`config.mk`:
```
export PLATFORM = sky130hd
export DESIGN_NAME = d_latch_write_sequencer
export DESIGN_NICKNAME = d
export VERILOG_FILES = /design/src/rtl/d_latch_seq_pkg.sv /design/src/rtl/phase_timer.sv /design/src/rtl/d_latch_write_sequencer.sv
export SDC_FILE = /design/constraint.sdc
export NUM_CORES = 1
export LEC_CHECK = 0
export ABC_AREA = 1
export BUFFER_PORTS_ARGS = -buffer_cell sky130_fd_sc_hd__buf_2
export CAP_MARGIN = 20
export CORE_UTILIZATION = 45
export CTS_CLUSTER_SIZE = 20
export DETAILED_ROUTE_END_ITERATION = 10
export PLACE_DENSITY = 0.72
export SLEW_MARGIN = 25
export SYNTH_ARGS = -nofsm -noshare
export SYNTH_HDL_FRONTEND = slang
export SYNTH_SLANG_ARGS = --single-unit
export TNS_END_PERCENT = 5
```
`constraint.sdc`:
```
create_clock -name CLK -period 1.6 [get_ports CLK]
set_input_delay 0.24 -clock CLK [delete_from_list [all_inputs] [get_ports CLK]]
set_output_delay 0.24 -clock CLK [all_outputs]
set_load 0.02 [all_outputs]
```
`src/rtl/d_latch_seq_pkg.sv`:
```
// Shared definitions for the gated D-latch write sequencer.
//
// Contents:
//   state_t  - FSM state encoding (3-bit)
//   DEF_*    - default word width and timing windows
//   max3     - helper to size the phase counter from the three windows
package d_latch_seq_pkg;

  typedef enum logic [2:0] {
    IDLE   = 3'd0,
    SETUP  = 3'd1,
    ENABLE = 3'd2,
    HOLD   = 3'd3,
    CHECK  = 3'd4
  } state_t;

  localparam int DEF_WIDTH     = 4;
  localparam int DEF_SETUP_CYC = 1;
  localparam int DEF_EN_CYC    = 2;
  localparam int DEF_HOLD_CYC  = 1;

  function automatic int max3(input int a, input int b, input int c);
    int m;
    m = a;
    if (b > m) m = b;
    if (c > m) m = c;
    return m;
  endfunction

endpackage

```
`src/rtl/phase_timer.sv`:
```
// Loadable down-counter that times the setup / enable / hold windows.
//
// Ports:
//   clk        - clock, all state changes on the rising edge
//   srst       - synchronous active-high reset, clears the count
//   load       - load load_value (has priority over decrement)
//   load_value - value to load
//   decrement  - count down by one; saturates at zero
//   zero       - count is zero
module phase_timer #(
  parameter int CW = 2
) (
  input  logic          clk,
  input  logic          srst,
  input  logic          load,
  input  logic [CW-1:0] load_value,
  input  logic          decrement,
  output logic          zero
);

  logic [CW-1:0] count_reg;

  always_ff @(posedge clk) begin
    if (srst) begin
      count_reg <= '0;
    end else if (load) begin
      count_reg <= load_value;
    end else if (decrement && (count_reg != '0)) begin
      count_reg <= count_reg - 1'b1;
    end
  end

  assign zero = (count_reg == '0);

endmodule

```
`src/rtl/d_latch_write_sequencer.sv`:
```
// Write sequencer for a bank of gated D latches.
//
// Accepts a word over a valid/ready handshake, presents it on D, raises E
// for EN_CYC cycles framed by SETUP_CYC cycles before and HOLD_CYC cycles
// after, then reads Q back and pulses DONE (and ERR on a mismatch).
//
// Ports:
//   CLK      - clock
//   RST      - synchronous active-high reset
//   IN_DATA  - word to write
//   IN_VALID - IN_DATA valid
//   IN_READY - ready to accept (combinational: IDLE and not in reset)
//   D        - registered data to the latch bank
//   E        - registered enable to the latch bank
//   Q        - latch bank read-back
//   BUSY     - write in progress (cycle after acceptance through CHECK)
//   DONE     - one-cycle write-complete pulse
//   ERR      - one-cycle pulse with DONE when read-back differs from D
module d_latch_write_sequencer
  import d_latch_seq_pkg::*;
#(
  parameter int WIDTH     = DEF_WIDTH,
  parameter int SETUP_CYC = DEF_SETUP_CYC,
  parameter int EN_CYC    = DEF_EN_CYC,
  parameter int HOLD_CYC  = DEF_HOLD_CYC
) (
  input  logic             CLK,
  input  logic             RST,
  input  logic [WIDTH-1:0] IN_DATA,
  input  logic             IN_VALID,
  output logic             IN_READY,
  output logic [WIDTH-1:0] D,
  output logic             E,
  input  logic [WIDTH-1:0] Q,
  output logic             BUSY,
  output logic             DONE,
  output logic             ERR
);

  localparam int CW = $clog2(max3(SETUP_CYC, EN_CYC, HOLD_CYC) + 1);

  // Counter reload values: a window of N cycles counts N-1 .. 0.
  localparam logic [CW-1:0] SETUP_LOAD = CW'(SETUP_CYC - 1);
  localparam logic [CW-1:0] EN_LOAD    = CW'(EN_CYC - 1);
  localparam logic [CW-1:0] HOLD_LOAD  = CW'(HOLD_CYC - 1);

  state_t           state_reg, state_next;
  logic [WIDTH-1:0] d_reg;
  logic             e_reg;
  logic             busy_reg;
  logic             done_reg;
  logic             err_reg;

  logic             accept;
  logic             timer_load;
  logic [CW-1:0]    timer_load_value;
  logic             timer_dec;
  logic             timer_zero;
  logic [WIDTH-1:0] bit_diff;
  logic             mismatch;

  assign IN_READY = (state_reg == IDLE) && !RST;
  assign accept   = IN_VALID && IN_READY;

  phase_timer #(
    .CW(CW)
  ) u_phase_timer (
    .clk       (CLK),
    .srst      (RST),
    .load      (timer_load),
    .load_value(timer_load_value),
    .decrement (timer_dec),
    .zero      (timer_zero)
  );

  // Per-bit read-back compare against the word currently driven on D.
  genvar gi;
  generate
    for (gi = 0; gi < WIDTH; gi++) begin : g_cmp
      assign bit_diff[gi] = Q[gi] ^ d_reg[gi];
    end
  endgenerate
  assign mismatch = |bit_diff;

  always_comb begin
    state_next       = state_reg;
    timer_load       = 1'b0;
    timer_load_value = '0;
    timer_dec        = 1'b0;
    case (state_reg)
      IDLE: begin
        if (accept) begin
          state_next       = SETUP;
          timer_load       = 1'b1;
          timer_load_value = SETUP_LOAD;
        end
      end
      SETUP: begin
        if (timer_zero) begin
          state_next       = ENABLE;
          timer_load       = 1'b1;
          timer_load_value = EN_LOAD;
        end else begin
          timer_dec = 1'b1;
        end
      end
      ENABLE: begin
        if (timer_zero) begin
          state_next       = HOLD;
          timer_load       = 1'b1;
          timer_load_value = HOLD_LOAD;
        end else begin
          timer_dec = 1'b1;
        end
      end
      HOLD: begin
        if (timer_zero) begin
          state_next = CHECK;
        end else begin
          timer_dec = 1'b1;
        end
      end
      CHECK: begin
        state_next = IDLE;
      end
      default: begin
        state_next = IDLE;
      end
    endcase
  end

  // E is decoded from the next state into its own flop so the latch enable
  // is a clean flop output, high exactly while the FSM sits in ENABLE.
  always_ff @(posedge CLK) begin
    if (RST) begin
      state_reg <= IDLE;
      d_reg     <= '0;
      e_reg     <= 1'b0;
      busy_reg  <= 1'b0;
      done_reg  <= 1'b0;
      err_reg   <= 1'b0;
    end else begin
      state_reg <= state_next;
      if (accept) begin
        d_reg <= IN_DATA;
      end
      e_reg    <= (state_next == ENABLE);
      busy_reg <= (state_next != IDLE);
      // Q is sampled in CHECK: E has been low for at least one full cycle.
      done_reg <= (state_reg == CHECK);
      err_reg  <= (state_reg == CHECK) && mismatch;
    end
  end

  assign D    = d_reg;
  assign E    = e_reg;
  assign BUSY = busy_reg;
  assign DONE = done_reg;
  assign ERR  = err_reg;

endmodule

```
==> flow_metrics.py <==
metrics = {
    "yosys": {
        "postSynthCellCount": 81,
        "synth_area_um2": 633,
        "synth_cell_type_count": 20,
        "synth.area.top_cells": "sky130_fd_sc_hd__dfxtp_1 (41%), sky130_fd_sc_hd__nand3_1 (12%), sky130_fd_sc_hd__nand2_1 (8.9%)",
        "syn-mean-instance-area_um2": 7.82,
        "top_flip_flop_cell_by_instance_count_after_synthesis": "sky130_fd_sc_hd__dfxtp_1",
        "yosys.area.top_type_share_pct": 41.1,
        "post_synth_net_total": 93,
        "synthesis.yosys.warnings": 0,
        "ys_seq_area_share_pct": 41.1,
        "synth-edff-count": 0,
        "postSynth.asyncResetShare_pct": 0,
        "ys_seq_elements": 13,
        "synth.cells.most_frequent": "sky130_fd_sc_hd__nand2_1 (15), sky130_fd_sc_hd__nand3_1 (15), sky130_fd_sc_hd__dfxtp_1 (13), sky130_fd_sc_hd__inv_1 (7), sky130_fd_sc_hd__nor2_1 (6)",
        "yosysTopAreaCell": "sky130_fd_sc_hd__dfxtp_1",
    },
    "worst_setup_path": {
        "slowest_stage": "sky130_fd_sc_hd__dfxtp_1",
        "critical_path.max_stage_delay_ns": 0.35,
        "timing.setup.critical_path_class": "reg2out",
        "regToRegSetupSlack_ns": 0.29,
        "regToRegEndpoint": "u_phase_timer.count_reg[0]$_SDFFE_PP0P_",
        "worst-r2r-cell-count": 6,
        "worst-endpoint-required_ns": 1.36,
        "cp-startpoint": "state_reg[1]$_SDFF_PP0_",
        "critical_path.startpoint_type": "flip-flop",
        "timing.critical_path.arrival_ns": 1.22,
        "cp_num_cells": 4,
        "critPathMaxFanout": 7,
        "startpoint_of_the_lowest_slack_register_to_register_path": "u_phase_timer.count_reg[0]$_SDFFE_PP0P_",
        "crit_end": "IN_READY",
        "critPathBufInv": 2,
        "path_cells": "inv_2, nand2_4, nor3_4, buf_4",
        "critical-path-top-delay-family": "flip-flops",
        "timing.critical_path.to_type": "output port",
    },
    "routing": {
        "vias_per_cell": 4.94,
        "route.detailed.wl_per_inst_um": 9.83,
        "dr_wl_met2_um": 550,
        "remaining_drc_errors": 0,
        "route.vias.total": 593,
        "postRouteAntennaNets": 0,
        "drt_pass1_iterations": 4,
        "highest_signal_layer": "met4",
        "wl_met1_um": 564,
        "routed_wirelength_um": 1180,
        "drt-initial-drc-count": 12,
        "route.met3.wl_um": 60,
    },
    "min_path": {
        "holdCritPathClass": "in2reg",
    },
    "outcome": {
        "outcome": "finished clean",
    },
    "clocking": {
        "clk_tree_root_cell": "sky130_fd_sc_hd__clkbuf_4",
        "tritoncts_clock_tree": "yes",
        "cts_inserted_buffers": 3,
        "clk_transition_reported_paths_ns": 0.08,
        "ctsHtreeMaxLevel": 1,
        "clk_latency_ns": 0.26,
        "post_cts_hold_buffer_count": 0,
        "cts-root-to-sink-buffers": 2,
        "clock_sink_count": 13,
    },
    "power": {
        "leakage_nw": 0.400,
        "power-per-cell-area_nw_per_um2": 1580,
        "max-vdd-ir-drop_uv": 838,
    },
    "place": {
        "buffer_ports.inserted": 19,
        "dpl_worst_slack_ns": 0.299,
        "finalWeightedCongestion": 0.867,
        "hpwlAfterDp_um": 914,
        "numPlacedInstances": 115,
    },
    "sta": {
        "timing.max_slew.rel_slack_pct": 82.6,
        "finalClockSkew_ns": 0.000805,
        "fmax_ghz": 0.684,
        "finalSetupViolCount": 0,
        "finalWorstSetupSlack_ns": 0.137,
        "worstMarginPinSlew_ns": 0.260,
        "post-route-period-util_pct": 91.4,
        "finalWorstPathRequiredPeriod_ns": 1.46,
        "finalMaxSlewViolations": 0,
        "timing.final.hold_violations": 0,
        "grt_setup_unrepaired": "false",
        "finalSetupTns_ns": 0,
    },
    "floorplanning": {
        "fp.coreArea_um2": 1300,
        "chipHeight_um": 39.5,
        "floorplan.rows": 13,
        "design.die.area_um2": 1560,
        "fp.dieW_um": 39.5,
        "floorplan.io_pins": 20,
        "initial_core_util_pct": 48.7,
    },
    "layout": {
        "finish.cell_count_without_fillers": 120,
        "fillers": 123,
        "area_growth_pct": 24.5,
        "insertedDiodeCount": 0,
        "layout-drive-gt1-share_pct": 33.3,
        "number_of_flip_flops_in_the_largest_register": 4,
        "finish.net_count": 118,
    },
    "global_route": {
        "pin_count_of_the_biggest_net_entering_global_routing": 9,
        "grt_pass1_wl_um": 1820,
        "grt_antenna_before_repair": 0,
        "vias_in_the_first_global_route": 447,
        "total_routing_resource_utilization_after_global_routing_pct": 17.0,
        "overflow": 0,
    },
    "run": {
        "max_cap_violations": 0,
    },
}
stage by stage:
stage	util (%)	instance area (um2)	hold WS, ns	total power [mW]
floorplan	-	633	0.312	0.889
detailed placement	57.4	747	0.466	1.02
global route	60.6	788	0.187	1.36
CTS	59.4	773	0.190	1.22
global placement	57.4	747	0.464	1.01
finish	60.6	788	0.194	1.25
worst min-delay path, cell delays in order:
cell	delay, ns
sky130_fd_sc_hd__buf_2	0.08
sky130_fd_sc_hd__nand3_1	0.06
sky130_fd_sc_hd__nand2_1	0.05
cell type report:
class	instances	area [um2]	share of cell area (%)
tap	15	18.8	2.38
multi-input combinational	57	337	42.7
sequential	13	260	33.0
inverter	11	41.3	5.24
clock buffer	4	26.3	3.33
timing repair buffer	20	105	13.3
routing by layer:
metal	vias up	GRT usage, %
li1	321	-
met1	255	22.3
met2	15	27.5
met3	2	3.41
met4	0	5.17
met5	-	0
how the worst min path moves through the flow:
| stage | start | end | slack, ns | cells after the start |
|---|---|---|---|---|
| global route | IN_DATA[3] | D[3]$_SDFFE_PP0P_ | 0.19 | 3 |
| CTS | IN_DATA[3] | D[3]$_SDFFE_PP0P_ | 0.19 | 3 |
| floorplan | RST | state_reg[0]$_SDFF_PP0_ | 0.31 | 1 |
| global placement | IN_DATA[1] | D[1]$_SDFFE_PP0P_ | 0.46 | 3 |
| finish | IN_DATA[1] | D[1]$_SDFFE_PP0P_ | 0.19 | 3 |
| detailed placement | IN_DATA[3] | D[3]$_SDFFE_PP0P_ | 0.47 | 3 |
kinds of logic after synthesis:
group,Yosys count,share of synthesized area (%)
DFF,13,41.1
and+or+nand+nor,44,37.2
adders and majority gates,1,1.98
xor gates and xnor gates,4,5.53
buffers and inverters,11,6.52
AOI/OAI and AO/OA,8,7.71
where the power goes:
group | internal (mW) | switching, mW
logic | 0.222 | 0.375
clock network | 0.0962 | 0.101
registers | 0.397 | 0.0525
cells in the final DEF, fill, tap and decap left out, types with 2 or more instances in the layout:
cell type,synthesis,final
sky130_fd_sc_hd__a21oi_1,3,3
sky130_fd_sc_hd__nand3_1,15,15
sky130_fd_sc_hd__xnor2_1,2,2
sky130_fd_sc_hd__buf_4,0,2
sky130_fd_sc_hd__clkbuf_4,0,3
sky130_fd_sc_hd__inv_1,7,7
sky130_fd_sc_hd__inv_2,4,4
sky130_fd_sc_hd__o21ai_1,2,2
sky130_fd_sc_hd__nor3_2,2,2
sky130_fd_sc_hd__dfxtp_1,13,13
sky130_fd_sc_hd__nor2_1,6,6
sky130_fd_sc_hd__nand2_1,15,15
sky130_fd_sc_hd__xor2_1,2,2
sky130_fd_sc_hd__buf_2,0,18
repair_timing:
item                                    in CTS  in global routing
endpoints found under the setup margin       0                  1
resized for setup                            0                  2
buffers inserted                             0                  1
No activity file was read; power rests on OpenSTA's default activity.
